==> config.mk <==
export PLATFORM = sky130hd
export DESIGN_NAME = dot_product_seq_flat
export DESIGN_NICKNAME = d
export VERILOG_FILES = /design/src/rtl/dot_product_if.sv /design/src/rtl/dot_product_seq.sv /design/src/flat_wrapper.sv
export SDC_FILE = /design/constraint.sdc
export NUM_CORES = 1
export LEC_CHECK = 0
export BUFFER_PORTS_ARGS = -buffer_cell sky130_fd_sc_hd__buf_2
export CAP_MARGIN = 5
export CORE_ASPECT_RATIO = 0.9
export CORE_MARGIN = 2
export CORE_UTILIZATION = 35
export CTS_CLUSTER_DIAMETER = 50
export DETAILED_ROUTE_END_ITERATION = 10
export GPL_ROUTABILITY_DRIVEN = 0
export GPL_TIMING_DRIVEN = 0
export SYNTH_ARGS = -nofsm -noshare
export SYNTH_HDL_FRONTEND = slang
export SYNTH_SLANG_ARGS = --single-unit
==> constraint.sdc <==
create_clock -name clk -period 2.5 [get_ports clk]
set_clock_uncertainty 0.2 [all_clocks]
set_input_delay 0.5 -clock clk [delete_from_list [all_inputs] [get_ports clk]]
set_output_delay 0.5 -clock clk [all_outputs]
set_load 0.01 [all_outputs]
==> src/rtl/dot_product_if.sv <==
// Handshake bundle for dot_product_seq: operand pair in, match count out.
// master = producer/consumer side, slave = the dot-product engine.
interface dot_product_if;
  logic        in_valid;
  logic        in_ready;
  logic [31:0] vector_a;
  logic [31:0] vector_b;
  logic        out_valid;
  logic        out_ready;
  logic [5:0]  result;
  logic        busy;

  modport master (
    output in_valid, vector_a, vector_b, out_ready,
    input  in_ready, out_valid, result, busy
  );

  modport slave (
    input  in_valid, vector_a, vector_b, out_ready,
    output in_ready, out_valid, result, busy
  );
endinterface

==> src/rtl/dot_product_seq.sv <==
// Bit-serial binary dot product: counts positions where both 32-bit vectors are 1.
// Define DOT_PRODUCT_EARLY_EXIT_EN to finish as soon as no remaining bit pair can match.
module dot_product_seq (
  input  logic          clk,
  input  logic          rst_n,
  dot_product_if.slave  bus
);

  localparam int unsigned VEC_W = 32;
  localparam int unsigned RES_W = 6;
  localparam int unsigned IDX_W = 5;

  localparam logic [1:0] S_IDLE = 2'd0;
  localparam logic [1:0] S_RUN  = 2'd1;
  localparam logic [1:0] S_DONE = 2'd2;

  logic [1:0]       state_q,     state_d;
  logic [VEC_W-1:0] sh_a_q,      sh_a_d;
  logic [VEC_W-1:0] sh_b_q,      sh_b_d;
  logic [RES_W-1:0] acc_q,       acc_d;
  logic [IDX_W-1:0] idx_q,       idx_d;
  logic [RES_W-1:0] result_q,    result_d;
  logic             in_ready_q,  in_ready_d;
  logic             out_valid_q, out_valid_d;
  logic             busy_q,      busy_d;

  // State and datapath registers
  always_ff @(posedge clk or negedge rst_n) begin
    if (!rst_n) begin
      state_q     <= S_IDLE;
      sh_a_q      <= '0;
      sh_b_q      <= '0;
      acc_q       <= '0;
      idx_q       <= '0;
      result_q    <= '0;
      in_ready_q  <= 1'b1;
      out_valid_q <= 1'b0;
      busy_q      <= 1'b0;
    end else begin
      state_q     <= state_d;
      sh_a_q      <= sh_a_d;
      sh_b_q      <= sh_b_d;
      acc_q       <= acc_d;
      idx_q       <= idx_d;
      result_q    <= result_d;
      in_ready_q  <= in_ready_d;
      out_valid_q <= out_valid_d;
      busy_q      <= busy_d;
    end
  end

  // Next-state and next-output logic; status flags are computed one edge ahead
  always_comb begin
    state_d     = state_q;
    sh_a_d      = sh_a_q;
    sh_b_d      = sh_b_q;
    acc_d       = acc_q;
    idx_d       = idx_q;
    result_d    = result_q;
    in_ready_d  = in_ready_q;
    out_valid_d = out_valid_q;
    busy_d      = busy_q;

    case (state_q)
      S_IDLE: begin
        if (bus.in_valid && in_ready_q) begin
          sh_a_d     = bus.vector_a;
          sh_b_d     = bus.vector_b;
          acc_d      = '0;
          idx_d      = '0;
          state_d    = S_RUN;
          in_ready_d = 1'b0;
          busy_d     = 1'b1;
        end
      end

      S_RUN: begin
`ifdef DOT_PRODUCT_EARLY_EXIT_EN
        if ((sh_a_q & sh_b_q) == '0) begin
          state_d     = S_DONE;
          result_d    = acc_q;
          out_valid_d = 1'b1;
        end else
`endif
        begin
          acc_d  = acc_q + RES_W'(sh_a_q[0] & sh_b_q[0]);
          sh_a_d = sh_a_q >> 1;
          sh_b_d = sh_b_q >> 1;
          idx_d  = idx_q + IDX_W'(1);
          if (idx_q == IDX_W'(VEC_W - 1)) begin
            state_d     = S_DONE;
            result_d    = acc_d;
            out_valid_d = 1'b1;
          end
        end
      end

      S_DONE: begin
        // No same-cycle re-accept: in_ready only returns once IDLE is reached
        if (bus.out_ready) begin
          state_d     = S_IDLE;
          out_valid_d = 1'b0;
          busy_d      = 1'b0;
          in_ready_d  = 1'b1;
        end
      end

      default: begin
        state_d     = S_IDLE;
        out_valid_d = 1'b0;
        busy_d      = 1'b0;
        in_ready_d  = 1'b1;
      end
    endcase
  end

  assign bus.in_ready  = in_ready_q;
  assign bus.out_valid = out_valid_q;
  assign bus.result    = result_q;
  assign bus.busy      = busy_q;

endmodule

==> src/flat_wrapper.sv <==
// flat-port wrapper written by rule: the top's interface ports become plain ports
module dot_product_seq_flat 
  (clk, rst_n, bus_in_valid, bus_vector_a, bus_vector_b, bus_out_ready, bus_in_ready, bus_out_valid, bus_result, bus_busy);
  dot_product_if bus_i ();
  input  logic clk;
  input  logic rst_n;
  input wire logic [$bits(bus_i.in_valid)-1:0] bus_in_valid;
  input wire logic [$bits(bus_i.vector_a)-1:0] bus_vector_a;
  input wire logic [$bits(bus_i.vector_b)-1:0] bus_vector_b;
  input wire logic [$bits(bus_i.out_ready)-1:0] bus_out_ready;
  output wire logic [$bits(bus_i.in_ready)-1:0] bus_in_ready;
  output wire logic [$bits(bus_i.out_valid)-1:0] bus_out_valid;
  output wire logic [$bits(bus_i.result)-1:0] bus_result;
  output wire logic [$bits(bus_i.busy)-1:0] bus_busy;
  assign bus_i.in_valid = bus_in_valid;
  assign bus_i.vector_a = bus_vector_a;
  assign bus_i.vector_b = bus_vector_b;
  assign bus_i.out_ready = bus_out_ready;
  assign bus_in_ready = bus_i.in_ready;
  assign bus_out_valid = bus_i.out_valid;
  assign bus_result = bus_i.result;
  assign bus_busy = bus_i.busy;
  dot_product_seq u_core (.clk(clk), .rst_n(rst_n), .bus(bus_i));
endmodule
; After elaboration in Yosys (flattened, before gate mapping)
; Cells that the tools add are included.
[word_totals]
reg_bits = 86
in_bits = 68
out_inout_bits = 9
wordCells = 48
[classes]
n_addsub = 2
n_eq_ne = 6
n_mux = 20
n_bitwise = 3
n_reduce_logical = 8
[op_table]
columns = cell, n
row1 = one-hot mux 32 bit (2 select lines), 2
row2 = 2-to-1 mux 32 bit, 2
row3 = one-hot mux 6 bit (2 select lines), 1
row4 = one-hot mux 5 bit (2 select lines), 1
row5 = one-hot mux 1 bit (3 select lines), 3
row6 = AND reduction 3 bit, 3
row7 = adder 6 bit, 1
row8 = 2-to-1 mux 2 bit, 3
row9 = 2-to-1 mux 6 bit, 1
row10 = one-hot mux 2 bit (3 select lines), 1
row11 = "adder 5 x 1 -> 5 bit, second input constant", 1
row12 = "equality test 5 bit, second input constant", 1
row13 = 2-to-1 mux 1 bit, 5
row14 = 2-to-1 mux 5 bit, 1
row15 = "!= test 2 x 1 -> 1 bit, second input constant", 2
row16 = AND reduction 2 bit, 2
row17 = "equality test 2 x 1 -> 1 bit, second input constant", 1
row18 = "equality test 2 bit, second input constant", 1
row19 = logical NOT 2 bit, 1
row20 = "!= test 2 bit, second input constant", 1
row21 = inverter 1 bit, 2
row22 = nonzero test 2 bit, 1
row23 = AND 1 bit, 1
row24 = logical AND 1 bit, 1

; Depth between registers and ports, before layout
; Gate-level depths: netlist of the first run.
[depth]
ltp_word = 3
depth_mapped = 7
depth_no_buf = 6

; Least setup slack after synthesis of the first run
; OpenSTA, ideal clock, no wires.
[synth_path]
path_kind = reg2reg
from = register u_core.idx_q[0]
to = register u_core.result_q[0], in the netlist u_core.bus.result[0]
t_arrival_ns = 1.566
slack_ns = 0.609
path_stages_with_launch = 7
path_buffers = 1
path_cell_list = dfrtp_1 ha_1 and3_1 ha_1 nand3b_1 buf_2 mux2_2
[synth_via]
elab_chain_len = 2
[synth_lines]
columns = element, line
row1 = "start, declared", dot_product_seq.sv:21  ; logic [IDX_W-1:0] idx_q, idx_d;
row2 = "start signal, assigned", dot_product_seq.sv:44  ; idx_q <= idx_d;
row3 = equality test 5 bit, dot_product_seq.sv:90  ; if (idx_q == IDX_W'(VEC_W - 1)) begin
row4 = AND reduction 2 bit (no line), --
row5 = "end signal, assigned", dot_product_seq.sv:45  ; result_q <= result_d;
row6 = "end, declared", dot_product_seq.sv:22  ; logic [RES_W-1:0] result_q, result_d;
; Every way passes these cells.
; A chain may end at the register's enable or synchronous reset.

; Final worst setup path of the first run
; Same ends and word-level chain as after synthesis.

==> results.ini, run 1 <==
[status]
status=finished, final reports clean

[power]
power.share.combinational_pct=26.3
pwr-share-seq_pct=44.6
p_leak_nw=2.345
internal_power_w=0.003472
cellPowerDensity_nw_per_um2=989.9
clockPowerShare_pct=29.0
netSwitchingFraction_pct=30.37
ir_drop_uv=489.9
p_sw_w=0.001514

[die]
fp.dieH_um=106.7
start_util_pct=35.85
die_area_sq_um=12590
rows=37
ioPinCount=77
fp.dieW_um=118.1
coreArea_sq_um=11430

[synthesis]
ys_seq_elements=86
syn_inst=383
synthTopCellsByArea=dfrtp_1, mux2i_1, o21ai_0
syn_avg_cell_area_sq_um=10.70
synth_top_area_share_pct=51.89
synth.distinct_cells=37
synth_fp_nets=455
synth_top_cell_by_area=dfrtp_1
synth_area_sq_um=4099
synth-warning-count=0
synth_seq_area_share_pct=52.53

[layout]
drive_above_1_share_pct=23.53
syn_to_final_growth_pct=22.89
stdcell_area_sq_um=5037
final_net_count=544
antenna_cells=0
fillers=1131
regArea_sq_um=2153
multi_input_area_sq_um=1748

[setup_path]
r2r_slack_ps=450
criticalPathCategory=reg2reg
critical_path_arrival_ps=2070
crit_required_ps=2520
startpoint_type=flop
cp-end-kind=flop
cp_max_fo=10

[timing]
rsz0062_at_grt=no
max_freq_mhz=488.5
final_max_slew_viol_count=0
finalHoldViolCount=0
period_needed_ps=2047
max-slew-margin-rel_pct=67.74
layout_setup_ws_ps=452.9
worst_slew_pin_slew_ps=483.8
setup_tns_ps=0
fin_hold_ws_ps=175.9
setup_viol=0
fin_crit_sh_pct=81.89

[grt]
grt_pass1_vias=3140
grt_max_degree=57
overflow=0
grt_pass1_wl_mm=15.73
antenna_found_initial=0
grt_use_total_pct=15.63

[placed_design]
dp_hpwl_mm=6.665
placed_cell_area_sq_um=4705
dp_slack_ps=344.0
port_buffers=76

[route]
drtAntennaViolNets=0
drt_pre_antenna_iters=4
routed_wl_mm=9.561
vias=3224
drtIter0Drc=219
drt-vias-per-instance=5.101
wl_per_cell_um=15.13
drc=0

[cts]
clk_latency_ps=340
cts_buffers=9
h-tree-depth=3
root_buffer=clkbuf_16
clk_pin_slew_worst_paths_ps=60
cts.repair.resized=0
cts-hold-fix-buffers=1
cts.sinks=86
cts_setup_buffers=0
cts_max_path_buffers=2
cts_tree=done

[flow_run]
max_cap_violations=0

[hold_path]
hold_path.class=in2reg

## area by class of cell
class | instances | area share [%]
sequential | 86 | 42.75
multi-input combinational | 261 | 34.70
timing repair buffer | 78 | 8.346
clock buffer | 11 | 5.017
tap | 156 | 3.875
buffer | 34 | 3.775
clock inverter | 4 | 1.391
inverter | 2 | 0.1490
## Yosys cell counts
cell type and count:
a211o_1 1, a211oi_1 1, a21oi_1 4, a22o_1 5
a22oi_1 2, and2_1 1, and3_1 2, and3b_1 1
buf_2 5, buf_4 5, buf_6 5, clkbuf_1 19
dfrtp_1 85, dfstp_2 1, ha_1 4, inv_1 2
mux2_2 4, mux2i_1 63, nand2_1 12, nand2b_1 1
nand3_1 4, nand3b_1 1, nor2_1 4, nor2b_1 1
nor3b_1 2, nor4_1 1, o2111ai_1 1, o211a_1 1
o21ai_0 122, o21ai_1 12, o22a_1 1, o2bb2ai_1 2
o31ai_1 3, or2_1 1, or4_1 1, xnor2_1 2
xor2_1 1
## through the flow
step | total power (W) | util (%) | std cells
final | 0.004986 | 44.05 | 632
after CTS | 0.005043 | 44.05 | 632
after detailed placement | 0.003577 | 41.14 | 616
after floorplan | 0.003153 | - | 383
after global routing | 0.005332 | 44.05 | 632
after global placement | 0.003495 | 40.88 | 615
## routing by layer
metal / share of wire, % / vias up / global-route usage (%) / routed length [um]
met4: 1.2 / 0 / 5.077 / 110
met2: 44 / 76 / 23.95 / 4196
met5: 0 / - / 0 / 0
li1: - / 1571 / - / -
met3: 5.2 / 12 / 4.521 / 499
met1: 50 / 1565 / 21.33 / 4755
## critical path, cell delays in order, from the launching register on
cell      delay [ps]
dfrtp_1          410
ha_1             230
and3_1           190
ha_1             230
nand3b_1         110
buf_2            210
mux2_2           350
## path summary, 6_finish.rpt
kind	end	cells after the start	from
setup / recovery	u_core.bus.result[0]$_DFFE_PN0P_	6	u_core.idx_q[0]$_DFFE_PN0P_
hold / removal	u_core.state_q[1]$_DFFE_PN0P_	2	bus_out_ready
setup reg to reg	u_core.bus.result[0]$_DFFE_PN0P_	6	u_core.idx_q[0]$_DFFE_PN0P_
hold reg to reg	u_core.bus.result[2]$_DFFE_PN0P_	2	u_core.bus.result[2]$_DFFE_PN0P_
max in group asynchronous	u_core.bus.in_ready$_DFFE_PN1P_	3	rst_n
min in group asynchronous	u_core.sh_a_q[27]$_DFFE_PN0P_	2	rst_n
## placed cells by master (no fill, tap or decap), drive strengths merged, types with 2 or more instances in the layout
cell and count:
a21oi 4, a22o 5, a22oi 2, and3 2, buf 92, bufinv 2
clkbuf 30, clkinv 2, dfrtp 85, ha 4, inv 2, mux2 4
mux2i 63, nand2 12, nand3 4, nor2 4, nor3b 2, o21ai 134
o2bb2ai 2, o31ai 3, xnor2 2
## state kept, by name, summed over array words and instances (netlist names)
| name | cells |
|---|---|
| u_core.acc_q | 6 |
| u_core.bus.busy | 1 |
| u_core.bus.in_ready | 1 |
| u_core.bus.out_valid | 1 |
| u_core.bus.result | 6 |
| u_core.idx_q | 5 |
| u_core.sh_a_q | 32 |
| u_core.sh_b_q | 32 |
| u_core.state_q | 2 |
## power groups by stage
stage               Clock (W)  Sequential (W)  Combinational, W
finish                0.00145         0.00222           0.00131
global route          0.00153         0.00229           0.00151
CTS                   0.00148         0.00223           0.00133
detailed placement          0         0.00225           0.00133
global placement            0         0.00222           0.00128
floorplan                   0         0.00215          0.000999
## kinds of logic (layout without fill, tap and decap cells)
kind of cell	after synthesis	after routing	synth area share, %
xor+xnor	3	3	0.6411
mux	67	67	16.48
simple gates	32	32	3.969
buf+inv	36	129	4.823
compound gates	155	155	20.33
fa+ha+maj	4	4	1.221
flops	86	86	52.53
Note: power is estimated with default switching activity, not from simulation.
==> run 2: changes to the inputs <==
==> constraint.sdc (replaced) <==
create_clock -name clk -period 1.7 [get_ports clk]
set_clock_uncertainty 0.2 [all_clocks]
set_input_delay 0.34 -clock clk [delete_from_list [all_inputs] [get_ports clk]]
set_output_delay 0.34 -clock clk [all_outputs]
set_load 0.01 [all_outputs]
==> run 2 against run 1 <==
The run now ends with negative setup slack left. Core utilization up 4.3 points. Power up 58%. Combinational power up 96%. Maximum frequency grew 16%. Global-route usage is 0.93 points higher. Sequential power up 50%. Final area grew 9.8%. Sequential share of layout area decreased by 3.8 points. Critical path depth is the same. Count of clock-buffer cells in the layout is the same. Final cell count up 2.8%. Setup slack got worse by 520 ps.
==> results.ini, run 2 (same netlist as run 1, synthesis figures left out) <==
[placed_design]
dp_hpwl_mm=6.786  ; +1.8%
dp_slack_ps=-308.1  ; -652.0 ps
placed_cell_area_sq_um=4738  ; +0.72%
port_buffers=76  ; unchanged

[layout]
antenna_cells=0  ; unchanged
final_common_cell=o21ai_0
reg_top3=u_core.sh_a_q x32, u_core.sh_b_q x32
stdcell_area_sq_um=5532  ; +9.8%
layout_common_cells=o21ai_0, dfrtp_1, buf_2
fin_util_pct=48.38  ; +4.3 points
fillers=1040  ; -8.0%
syn_to_final_growth_pct=34.95
drive_above_1_share_pct=33.81  ; +10 points
final_net_count=562  ; +3.3%

[route]
drt_pre_antenna_iters=4  ; unchanged
routed_wl_mm=10.36  ; +8.3%
drt-vias-per-instance=5.154  ; +1.0%
drtAntennaViolNets=0  ; unchanged
vias=3350  ; +3.9%
drc=0  ; unchanged
drtIter0Drc=168  ; -23%
wl_per_cell_um=15.94  ; +5.3%

[power]
netSwitchingFraction_pct=31.65  ; +1.3 points
internal_power_w=0.005378  ; +55%
cellPowerDensity_nw_per_um2=1422  ; +44%
pwr-share-seq_pct=42.5  ; -2.1 points
power.share.combinational_pct=32.7  ; +6.4 points
p_sw_w=0.002490  ; +64%
clockPowerShare_pct=24.8  ; -4.2 points
p_leak_nw=2.526  ; +7.7%
ir_drop_uv=578.8  ; +18%

[hold_path]
worstHoldStart=bus_out_ready
hold_path.class=in2reg
whs_endpoint=u_core.state_q[1]$_DFFE_PN0P_
hold_depth=2  ; unchanged

[setup_path]
crit_buf_inv=1  ; unchanged
cp_max_fo=5  ; -5
crit_path_max_incr_delay_ps=380  ; -30 ps
reg2reg_to=u_core.bus.result[0]$_DFFE_PN0P_
startpoint_type=flop
cp_slowest_cell=dfrtp_1
crit_family=flip-flops
crit_required_ps=1720  ; -800 ps
cp-end-kind=flop
worstReg2RegStart=u_core.idx_q[1]$_DFFE_PN0P_
r2r_slack_ps=-70  ; -520 ps
path_cells=ha_2, and3_4, ha_4, nand3b_1, buf_6, mux2_4
critical_path_arrival_ps=1790  ; -280 ps
criticalPathCategory=reg2reg
reg2reg_depth=6  ; unchanged

[timing]
final_max_slew_viol_count=0  ; unchanged
setup_tns_ps=-182.0  ; -182.0 ps
rsz0062_at_grt=yes
finalHoldViolCount=0  ; unchanged
worst_slew_pin_slew_ps=591.4  ; +107.6 ps
max-slew-margin-rel_pct=60.57  ; -7.2 points
max_freq_mhz=564.5  ; +16%
setup_viol=4  ; +4
period_needed_ps=1771  ; -275.7 ps
layout_setup_ws_ps=-71.46  ; -524.3 ps
fin_crit_sh_pct=104.2  ; +22 points
fin_hold_ws_ps=23.98  ; -151.9 ps

[cts]
root_buffer=clkbuf_16
cts_tree=done
clk_pin_slew_worst_paths_ps=70  ; about the same
cts_buffers=9  ; unchanged
cts_max_path_buffers=2  ; unchanged
clk_latency_ps=340  ; about the same
h-tree-depth=3  ; unchanged
cts.sinks=86  ; unchanged

[grt]
antenna_found_initial=0  ; unchanged
grt_use_total_pct=16.56  ; +0.93 points
overflow=0  ; unchanged
grt_pass1_wl_mm=16.84  ; +7.1%
grt_max_degree=46  ; -19%
grt_pass1_vias=3356  ; +6.9%

[status]
status=complete, but fails checks
violations=negative setup slack

[die]
fp.dieW_um=118.1  ; unchanged
rows=37  ; unchanged
ioPinCount=77  ; unchanged
coreArea_sq_um=11430  ; unchanged
start_util_pct=35.85  ; unchanged
die_area_sq_um=12590  ; unchanged
fp.dieH_um=106.7  ; unchanged

[flow_run]
max_cap_violations=0  ; unchanged

run 2: changes by cell type in the layout (fill, tap and decap cells not counted), moves of 3 or more:
cell	delta
o21ai_0	-26
o21ai_1	+23
clkbuf_1	-11
buf_4	+8
mux2i_1	-8
clkbuf_2	+7
buf_12	+6
mux2i_4	+5
ha_1	-4
buf_8	+3
ha_4	+3
mux2i_2	+3
o21ai_2	+3
run 2: how the worst max path moves through the flow:
| stage | from | depth (start not counted) | endpoint | slack (ps) |
|---|---|---|---|---|
| finish | u_core.idx_q[1]$_DFFE_PN0P_ | 6 | u_core.bus.result[0]$_DFFE_PN0P_ | -70 |
| global route | u_core.idx_q[1]$_DFFE_PN0P_ | 6 | u_core.bus.result[0]$_DFFE_PN0P_ | -140 |
| CTS | u_core.idx_q[0]$_DFFE_PN0P_ | 6 | u_core.bus.result[0]$_DFFE_PN0P_ | -70 |
| detailed placement | bus_in_valid | 6 | u_core.sh_a_q[5]$_DFFE_PN0P_ | -310 |
| global placement | rst_n | 1 | u_core.sh_b_q[5]$_DFFE_PN0P_ | -730 |
| floorplan | u_core.idx_q[1]$_DFFE_PN0P_ | 6 | u_core.bus.result[0]$_DFFE_PN0P_ | -40 |
run 2: area by class of cell:
class	count	area (sq um)	share of cell area (%)
inverter	2	7.507	0.1357
clock buffer	11	242.7	4.388
timing repair buffer	99	676.9	12.24
multi-input combinational	261	1948	35.22
tap	156	195.2	3.529
sequential	86	2155	38.95
buffer	31	259.0	4.682
clock inverter	4	47.55	0.8595
run 2: metal layers:
metal | global-route usage, % | share of wire [%] | vias up
met4 | 5.766 | 1.5 | 0
met2 | 24.69 | 45 | 78
li1 | - | - | 1601
met1 | 24.12 | 50 | 1659
met3 | 3.032 | 3.9 | 12
met5 | 0 | 0 | -
run 2: power by group through the flow:
stage	clock, W	sequential (W)	combinational [W]
2_1_floorplan	0	0.00318	0.00148
3_3_place_gp	0	0.00327	0.00189
3_5_place_dp	0	0.00331	0.00197
4_1_cts	0.00199	0.00329	0.00226
5_1_grt	0.00208	0.00344	0.00285
6_report	0.00195	0.00334	0.00257
run 2: metrics by stage:
step                      power [W]  std cells
after global placement     0.005160        615
after CTS                  0.007547        647
final                      0.007868        650
after detailed placement   0.005284        616
after floorplan            0.004654        383
after global routing       0.008374        650
run 2: worst reg2reg max path, delay by kind of cell (launching register included):
kind          cells  cell delay, ps
fa+ha+maj         2             340
flops             1             380
simple gates      2             290
mux               1             300
buf+inv           1             140
run 2: timing repair:
item,4_1_cts,5_1_grt
gates resized for setup,30,74
pin swaps,1,7
setup endpoints to repair,73,64
cloned,1,2
hold endpoints to repair,40,0
buffers inserted,15,3
hold buffers,1,0
==> run 3: changes to the inputs <==
--- a/config.mk
+++ b/config.mk
@@ -5,6 +5,7 @@
 export SDC_FILE = /design/constraint.sdc
 export NUM_CORES = 1
 export LEC_CHECK = 0
+export ABC_AREA = 1
 export BUFFER_PORTS_ARGS = -buffer_cell sky130_fd_sc_hd__buf_2
 export CAP_MARGIN = 5
 export CORE_ASPECT_RATIO = 0.9
@@ -13,7 +14,6 @@
 export CTS_CLUSTER_DIAMETER = 50
 export DETAILED_ROUTE_END_ITERATION = 10
 export GPL_ROUTABILITY_DRIVEN = 0
-export GPL_TIMING_DRIVEN = 0
 export SYNTH_ARGS = -nofsm -noshare
 export SYNTH_HDL_FRONTEND = slang
 export SYNTH_SLANG_ARGS = --single-unit
==> run 3 against run 2 <==
The run now ends clean. Non-clock buffer count is 33 lower. Sequential share of layout area is 2.4 points higher. Via count is 5.0% higher. Synthesized cell count is 37% higher. Flip-flop and latch count stayed put. Critical path type unchanged. Critical endpoint is now u_core.bus.result[1]$_DFFE_PN0P_. Largest cell class unchanged. Largest power group is now combinational logic.
==> results.ini, run 3 <==
[grt]
overflow=0  ; unchanged
antenna_found_initial=0  ; unchanged
grt_max_degree=79  ; +72%
grt_pass1_vias=3313  ; -1.3%
grt_use_total_pct=14.31  ; -2.2 points
grt_pass1_wl_mm=14.81  ; -12%

[cts]
root_buffer=clkbuf_16
cts_buffers=9  ; unchanged
cts.sinks=86  ; unchanged
h-tree-depth=3  ; unchanged
cts_tree=done
clk_pin_slew_worst_paths_ps=70  ; about the same
cts_max_path_buffers=2  ; unchanged
clk_latency_ps=340  ; about the same

[die]
die_area_sq_um=12900  ; +2.4%
fp.dieH_um=108.0  ; +1.2%
rows=37  ; unchanged
start_util_pct=36.31  ; +0.47 points
coreArea_sq_um=11570  ; +1.2%
fp.dieW_um=119.5  ; +1.2%
ioPinCount=77  ; unchanged

[layout]
syn_to_final_growth_pct=24.05
drive_above_1_share_pct=20.26  ; -14 points
stdcell_area_sq_um=5214  ; -5.7%
regArea_sq_um=2153  ; about the same
multi_input_area_sq_um=1534  ; -21%
final_common_cell=nand2_1
antenna_cells=0  ; unchanged
fillers=1207  ; +16%
layout_common_cells=nand2_1, dfrtp_1, buf_2
reg_top3=u_core.sh_a_q x32, u_core.sh_b_q x32
final_net_count=674  ; +20%

[placed_design]
placed_cell_area_sq_um=4679  ; -1.2%
port_buffers=76  ; unchanged
dp_slack_ps=45.16  ; +353.2 ps
dp_hpwl_mm=5.812  ; -14%

[route]
drt-vias-per-instance=4.612  ; -11%
vias=3519  ; +5.0%
drc=0  ; unchanged
drtAntennaViolNets=0  ; unchanged
wl_per_cell_um=12.61  ; -21%
drt_pre_antenna_iters=5  ; +1
drtIter0Drc=122  ; -27%
routed_wl_mm=9.624  ; -7.1%

[timing]
finalHoldViolCount=0  ; unchanged
layout_setup_ws_ps=85.68  ; +157.1 ps
max_freq_mhz=619.5  ; +9.7%
period_needed_ps=1614  ; -157.1 ps
setup_viol=0  ; -4
final_max_slew_viol_count=0  ; unchanged
fin_hold_ws_ps=21.40  ; -2.584 ps
rsz0062_at_grt=yes
worst_slew_pin_slew_ps=327.6  ; -263.9 ps
max-slew-margin-rel_pct=77.93  ; +17 points
fin_crit_sh_pct=94.96  ; -9.2 points
setup_tns_ps=0  ; +182.0 ps

[synthesis]
synth_xor_area_share_pct=0.6252  ; -0.016 points
synth_area_sq_um=4203  ; +2.5%
synthTopCellsByArea=dfrtp_1, nand2_1, o21ai_0
synthAdderAreaFrac_pct=1.191  ; -0.030 points
synth_top_family_by_area=simple AND/OR/NAND/NOR gates
yosys.area_share.simple_pct=17.86  ; +14 points
synth_ff_type=dfrtp_1
syn_avg_cell_area_sq_um=8.036  ; -25%
ys_seq_elements=86  ; unchanged
synth_compound_area_share_pct=16.58  ; -3.7 points
async_reset_ff_share_pct=100.0  ; unchanged
synth_seq_area_share_pct=51.24  ; -1.3 points
synth_mux_area_share_pct=0  ; -16 points
yosysMostFrequentCell=nand2_1
synth_common_cells=nand2_1, dfrtp_1, inv_1
syn_inst=523  ; +37%
synth_top_cell_by_area=dfrtp_1
synth_fp_nets=595  ; +31%
synth-warning-count=0  ; unchanged
synth_top_area_share_pct=50.61  ; -1.3 points
synth_edf_count=0  ; unchanged
synth.distinct_cells=26  ; -30%

[power]
ir_drop_uv=694.8  ; +20%
p_total_w=0.009323  ; +18%
p_leak_nw=2.606  ; +3.2%
cellPowerDensity_nw_per_um2=1788  ; +26%

[setup_path]
criticalPathCategory=reg2reg
cp-end-kind=flop
cp_max_fo=6  ; +1
critical_path_arrival_ps=1640  ; -150 ps
startpoint_type=flop
worstSetupStartpoint=u_core.idx_q[0]$_DFFE_PN0P_
crit_required_ps=1730  ; about the same
worstReg2RegStart=u_core.idx_q[0]$_DFFE_PN0P_
r2r_slack_ps=90  ; +160 ps
reg2reg_to=u_core.bus.result[1]$_DFFE_PN0P_
reg2reg_depth=8  ; +2

[hold_path]
worstHoldStart=bus_out_ready
hold_depth=2  ; unchanged
hold_path.class=in2reg
whs_endpoint=u_core.state_q[1]$_DFFE_PN0P_

[flow_run]
max_cap_violations=0  ; unchanged

[status]
status=finished, final reports clean

[run 3: final cells by class]
type                            instances  area share [%]
Multi-Input combinational cell        333           29.42
Tap cell                              156           3.744
Clock buffer                            9           4.320
Sequential cell                        86           41.30
Clock inverter                          7           1.512
Inverter                               75           5.400
Timing Repair Buffer                   97           14.30
[run 3: worst max path at each step]
stage,end,depth (start not counted)
after floorplan,u_core.bus.out_valid$_DFFE_PN0P_,7
after global placement,u_core.bus.out_valid$_DFFE_PN0P_,7
after detailed placement,u_core.bus.result[1]$_DFFE_PN0P_,8
after CTS,u_core.bus.out_valid$_DFFE_PN0P_,7
after global routing,u_core.bus.result[1]$_DFFE_PN0P_,8
final,u_core.bus.result[1]$_DFFE_PN0P_,8
[run 3: through the flow]
stage                     utilization [%]  std cells
final                               45.05        763
after global routing                45.05        763
after CTS                           43.15        752
after detailed placement            40.43        735
after global placement              40.43        735
after floorplan                         -        523
[run 3: repair_timing]
action,CTS,global route
endpoints found under the setup margin,0,43
resized for setup,0,6
setup buffers,0,4
hold endpoints to repair,85,0
hold buffers,1,0
[run 3: kinds of logic (layout without fill, tap and decap cells)]
group | Yosys count | in the layout
and+or+nand+nor | 189 | 189
xor gates and xnor gates | 3 | 3
buffers and inverters | 104 | 188
adders and majority gates | 4 | 4
AOI/OAI and AO/OA | 137 | 137
DFF | 86 | 86
[run 3: critical path, stage by stage, from the launching register on]
cell and delay [ps]:
dfrtp_1 360, ha_2 180, nand2_1 60, nor2_1 130
ha_2 200, nand2_2 90, buf_4 160, nand2_1 50
o21ai_1 60
[run 3: per-layer routing]
metal	vias up	share of wire, %	global-route usage [%]
li1	1806	-	-
met1	1617	49	18.48
met2	84	44	23.14
met3	12	5.4	3.850
met4	0	1.3	5.462
met5	-	0	0
[run 3: report_power, final]
| part | total [W] | leakage, nW | switching, W | internal [W] |
|---|---|---|---|---|
| clock network | 0.00202 | 0.139 | 0.000862 | 0.00115 |
| logic | 0.00408 | 1.37 | 0.00241 | 0.00167 |
| registers | 0.00323 | 1.10 | 0.000306 | 0.00292 |
| total | 0.00932 | 2.61 | 0.00358 | 0.00575 |
